[src/rtl/uart_tx_arbiter.sv]
// uart_tx_arbiter: round-robin, packet-locking arbiter that shares one 8N1
// uart_tx between NUM_REQ byte-stream requesters. The line is held by one
// requester per packet and released on last, a burst limit or an idle timeout.
module uart_tx_arbiter #(
    parameter int NUM_REQ      = 4,
    parameter int MAX_BURST    = 0,
    parameter int IDLE_TIMEOUT = 0
) (
    input  logic                 i_clk,
    input  logic                 i_reset,
    input  logic [NUM_REQ-1:0]   i_req_valid,
    input  logic [8*NUM_REQ-1:0] i_req_data,
    input  logic [NUM_REQ-1:0]   i_req_last,
    output logic [NUM_REQ-1:0]   o_req_ready,
    output logic                 o_tx_valid,
    output logic [7:0]           o_tx_data,
    input  logic                 i_tx_busy,
    output logic [NUM_REQ-1:0]   o_grant,
    output logic                 o_forced
);

    localparam int PW = (NUM_REQ > 1) ? $clog2(NUM_REQ) : 1;
    localparam int CW = 16;

    typedef enum logic [1:0] {
        S_IDLE,
        S_SEND,
        S_WAIT_HI,
        S_WAIT_LO
    } state_t;

    state_t          state;
    logic [PW-1:0]   ptr;
    logic [PW-1:0]   owner;
    logic [CW-1:0]   burst_cnt;
    logic [CW-1:0]   idle_cnt;
    logic            last_seen;

    logic            found;
    logic [PW-1:0]   winner;
    logic [NUM_REQ-1:0] win_onehot;
    logic [PW:0]     slot;

    logic            own_valid;
    logic            own_last;
    logic [7:0]      own_data;
    logic [PW-1:0]   next_ptr;

    // Search upward from ptr, wrapping at NUM_REQ, for the first valid requester.
    always_comb begin
        found      = 1'b0;
        winner     = '0;
        win_onehot = '0;
        slot       = '0;
        for (int unsigned i = 0; i < NUM_REQ; i++) begin
            slot = {1'b0, ptr} + (PW+1)'(i);
            if (slot >= (PW+1)'(NUM_REQ)) begin
                slot = slot - (PW+1)'(NUM_REQ);
            end
            if (!found && i_req_valid[slot[PW-1:0]]) begin
                found                  = 1'b1;
                winner                 = slot[PW-1:0];
                win_onehot[slot[PW-1:0]] = 1'b1;
            end
        end
    end

    assign own_valid   = i_req_valid[owner];
    assign own_last    = i_req_last[owner];
    assign own_data    = i_req_data[{owner, 3'b000} +: 8];
    assign next_ptr    = (owner == PW'(NUM_REQ - 1)) ? '0 : owner + 1'b1;
    assign o_req_ready = (state == S_SEND) ? o_grant : '0;

    // Arbitration/transfer FSM; every output except ready is registered here.
    always_ff @(posedge i_clk or posedge i_reset) begin
        if (i_reset) begin
            state      <= S_IDLE;
            ptr        <= '0;
            owner      <= '0;
            burst_cnt  <= '0;
            idle_cnt   <= '0;
            last_seen  <= 1'b0;
            o_grant    <= '0;
            o_tx_valid <= 1'b0;
            o_tx_data  <= 8'h00;
            o_forced   <= 1'b0;
        end else begin
            o_tx_valid <= 1'b0;
            o_forced   <= 1'b0;
            case (state)
                S_IDLE: begin
                    if (found && !i_tx_busy) begin
                        o_grant   <= win_onehot;
                        owner     <= winner;
                        burst_cnt <= '0;
                        idle_cnt  <= '0;
                        state     <= S_SEND;
                    end
                end
                S_SEND: begin
                    if (own_valid) begin
                        o_tx_data  <= own_data;
                        o_tx_valid <= 1'b1;
                        last_seen  <= own_last;
                        burst_cnt  <= burst_cnt + 1'b1;
                        state      <= S_WAIT_HI;
                    end else if ((IDLE_TIMEOUT != 0) &&
                                 (idle_cnt + 1'b1 == CW'(IDLE_TIMEOUT))) begin
                        o_grant  <= '0;
                        ptr      <= next_ptr;
                        o_forced <= 1'b1;
                        state    <= S_IDLE;
                    end else begin
                        idle_cnt <= idle_cnt + 1'b1;
                    end
                end
                S_WAIT_HI: begin
                    if (i_tx_busy) begin
                        state <= S_WAIT_LO;
                    end
                end
                S_WAIT_LO: begin
                    if (!i_tx_busy) begin
                        if (last_seen) begin
                            o_grant <= '0;
                            ptr     <= next_ptr;
                            state   <= S_IDLE;
                        end else if ((MAX_BURST != 0) &&
                                     (burst_cnt == CW'(MAX_BURST))) begin
                            o_grant  <= '0;
                            ptr      <= next_ptr;
                            o_forced <= 1'b1;
                            state    <= S_IDLE;
                        end else begin
                            idle_cnt <= '0;
                            state    <= S_SEND;
                        end
                    end
                end
                default: begin
                    o_grant <= '0;
                    state   <= S_IDLE;
                end
            endcase
        end
    end

endmodule
[config.mk]
export PLATFORM = sky130hd
export DESIGN_NAME = uart_tx_arbiter
export DESIGN_NICKNAME = d
export VERILOG_FILES = /design/src/rtl/uart_tx_arbiter.sv
export SDC_FILE = /design/constraint.sdc
export NUM_CORES = 1
export LEC_CHECK = 0
export ABC_AREA = 0
export CAP_MARGIN = 5
export CORE_MARGIN = 1
export CORE_UTILIZATION = 40
export DETAILED_ROUTE_END_ITERATION = 16
export GPL_TIMING_DRIVEN = 0
export PLACE_DENSITY = 0.73
export SLEW_MARGIN = 20
export SYNTH_ARGS = -nofsm -noshare
export SYNTH_HDL_FRONTEND = slang
export SYNTH_SLANG_ARGS = --single-unit
[constraint.sdc]
create_clock -name i_clk -period 3.6 [get_ports i_clk]
set_input_delay 0.9 -clock i_clk [delete_from_list [all_inputs] [get_ports i_clk]]
set_output_delay 0.9 -clock i_clk [all_outputs]
set_load 0.02 [all_outputs]
==> metrics.txt <==
Avg WL per Cell=16.3 um; H-tree levels=1; mux cell area share after synthesis=29.8%; RSZ-0062 raised after global routing=false; Max Used Layer=met4; Die Ht=66.9 um; Static Leak=0.980 nW; synth unique cells=37; TritonRoute pass-1 iters=4; ys flop type=dfrtp_1; Cell Area, Placed=2340 sq um; post-synthesis compound-gate area fraction=14.6%; status=complete, no violations; Post-Syn Nets=202; post-cts sizing count=0; Worst-path clk slew=70 ps; period utilisation layout=80.5%; Starting Density=41.8%; Nets=266; Worst Setup Start Kind=register; die area=4470 sq um; clock latency at the later pin of the worst-skew pair=250 ps; power per cell area=807 nW/um^2; I/O Pins=61; synthesized instance count=147; routability-driven placement congestion ratio=0.866; first-pass GRT wire length=6560 um; Synth Register Bits=20; Fillers=324; Core Region=4030 sq um; share of cells above drive strength 1=18.2%; total grt overflow=0; vias=1421; Port-buffer cells=59; Worst EP required=3780 ps; adder-cell area share of the yosys netlist=8.92%; drt total wl=4210 um; Slew Limit Fails=0; Post-Syn Area per Cell=11.4 sq um; hold-fix buffer count after cts=0; M1 wire length=1750 um; Routed met3 length=343 um; crit path time final=2900 ps; num rows=23; vias per cell=5.49; Peak VDD IR=0.000373 V; CP max FO=10; CTS sink cnt=20; clk_skew=0.819 ps; area of the multi-input gates=1070 sq um; DP HPWL=3310 um; CTS tree=yes; Hold WC Path Type=reg2reg; Max-slew headroom=50.8%; Antenna Nets Post-Route=0; crit path DAT=3080 ps; Synth Area in XOR/XNOR=0%; CTS Buffer Depth=2; Fin. Hold Viols=0; Async SR Flop Fraction=100%; Residual DRC=0; WP buf/inv=2; Layout area overhead=41.3%; TritonCTS Buffers=3; sequential share of the synthesized area=29.7%; number of synthesized flops with an enable pin=0; vias in the first global route=1416; crit path kind=reg2reg; crit end category=register; Synth warnings=0; n_diodes=0; Setup violations, final=0; max-cap violation count=0; Clock Root Buffer=clkbuf_8; Setup TNS=0 ps; Final Hold Slack=505 ps; met2 wire len=2090 um; Critical Path, Cell by Cell=buf_6 -> inv_1 -> ha_1 -> mux4_1 -> nor4_4 -> a221o_1 -> nand2_1 -> o21ai_1; main combinational cell family by area after synthesis=multiplexers; antenna violations before repair=0; Final Cell Area=2380 sq um; post-synthesis simple-gate area fraction=9.81%; Top delay family on crit path=multiplexers; Worst Max-Slew Pin Slew=737 ps; setup bufs post-CTS=0; largest net degree at the start of global routing=21; total track usage=19.5%; Die Wd=66.9 um; fmax=0.345 GHz; synthesized area=1680 sq um; register area=500 sq um; Critical-path top delay cell=mux4_1; initial drt markers=41; CP max stage delay=680 ps
## placed cells by master, fill, tap and decap left out, drive strengths merged, types with 8 or more instances in the layout
cell,instances
clkdlybuf4s50,59
ha,12
o21ai,8
inv,14
nand2,10
mux2,12
dfrtp,20
mux4,14
## area by class of cell
cell class,count,share of cell area [%]
well taps,50,2.63
plain buffers,8,2.68
inverters,14,2.21
flip-flops and latches,20,21.1
multi-input cells,105,44.8
repair buffers,59,24.8
clock buffers,3,1.74
## stage by stage
step	utilization [%]	power [W]	cells	setup WS, ps
2_1_floorplan	-	0.00138	147	1020
3_3_place_gp	58.0	0.00172	256	575
3_5_place_dp	58.0	0.00178	256	504
4_1_cts	59.0	0.00193	259	688
5_1_grt	59.0	0.00206	259	520
6_report	59.0	0.00192	259	703
## kinds of logic after synthesis
| family | after synthesis |
|---|---|
| buffers and inverters | 22 |
| DFF | 20 |
| AOI/OAI and AO/OA | 32 |
| adders and majority gates | 12 |
| muxes | 30 |
| and+or+nand+nor | 30 |
| other | 1 |
## worst paths after layout
kind / from / endpoint / slack (ps) / cells after the start
worst max-delay path: ptr[0]$_DFFE_PP0P_ / o_grant[3]$_DFFE_PP0P_ / 700 / 8
worst min-delay path: o_tx_data[6]$_DFFE_PP0P_ / o_tx_data[6]$_DFFE_PP0P_ / 510 / 1
worst max register to register: ptr[0]$_DFFE_PP0P_ / o_grant[3]$_DFFE_PP0P_ / 700 / 8
worst min register to register: o_tx_data[6]$_DFFE_PP0P_ / o_tx_data[6]$_DFFE_PP0P_ / 510 / 1
max in group asynchronous: i_reset / state[0]$_DFFE_PP0P_ / 2060 / 2
min in group asynchronous: i_reset / o_tx_valid$_DFF_PP0_ / 1070 / 2
## registers in the layout (all words and copies together), names as in the netlist
name,cells
o_grant,4
o_tx_valid,1
o_tx_data,8
last_seen,1
state,2
owner,2
ptr,2
## power by group
part           internal [W]  leakage (nW)  switching [W]  total [W]
Sequential         0.000335         0.243      0.0000907   0.000426
Combinational      0.000689         0.716       0.000665    0.00135
Clock             0.0000743        0.0216      0.0000660   0.000140
## synthesized netlist by cell type, types with 2 or more instances
master | instances | area share [%]
dfrtp_1 | 20 | 30
inv_1 | 14 | 3.1
mux4_2 | 13 | 17
ha_1 | 12 | 8.9
mux2_2 | 10 | 6.7
nand2_1 | 10 | 2.2
a21oi_1 | 6 | 1.8
nor2_1 | 6 | 1.3
a221o_1 | 5 | 3.0
a22oi_1 | 4 | 1.8
and2_1 | 4 | 1.5
buf_6 | 4 | 2.7
mux2i_1 | 4 | 2.4
o21ai_0 | 4 | 1.2
o21ai_1 | 4 | 1.2
clkbuf_1 | 2 | 0.45
mux2_4 | 2 | 1.8
nand2b_1 | 2 | 0.74
nand3_1 | 2 | 0.59
nor3_1 | 2 | 0.59
## routing by layer
| layer | GRT usage [%] | up-vias |
|---|---|---|
| met5 | 0 | - |
| met4 | 7.18 | 0 |
| met1 | 24.1 | 682 |
| li1 | - | 673 |
| met3 | 2.74 | 4 |
| met2 | 34.1 | 62 |
## worst register-to-register path, cell delays in order, from the launching register on
cell and delay [ps]:
dfrtp_1 460, buf_6 190, inv_1 120, ha_1 430
mux4_1 680, nor4_4 400, a221o_1 360, nand2_1 100
o21ai_1 80
Note: power is estimated with default switching activity, not from simulation.
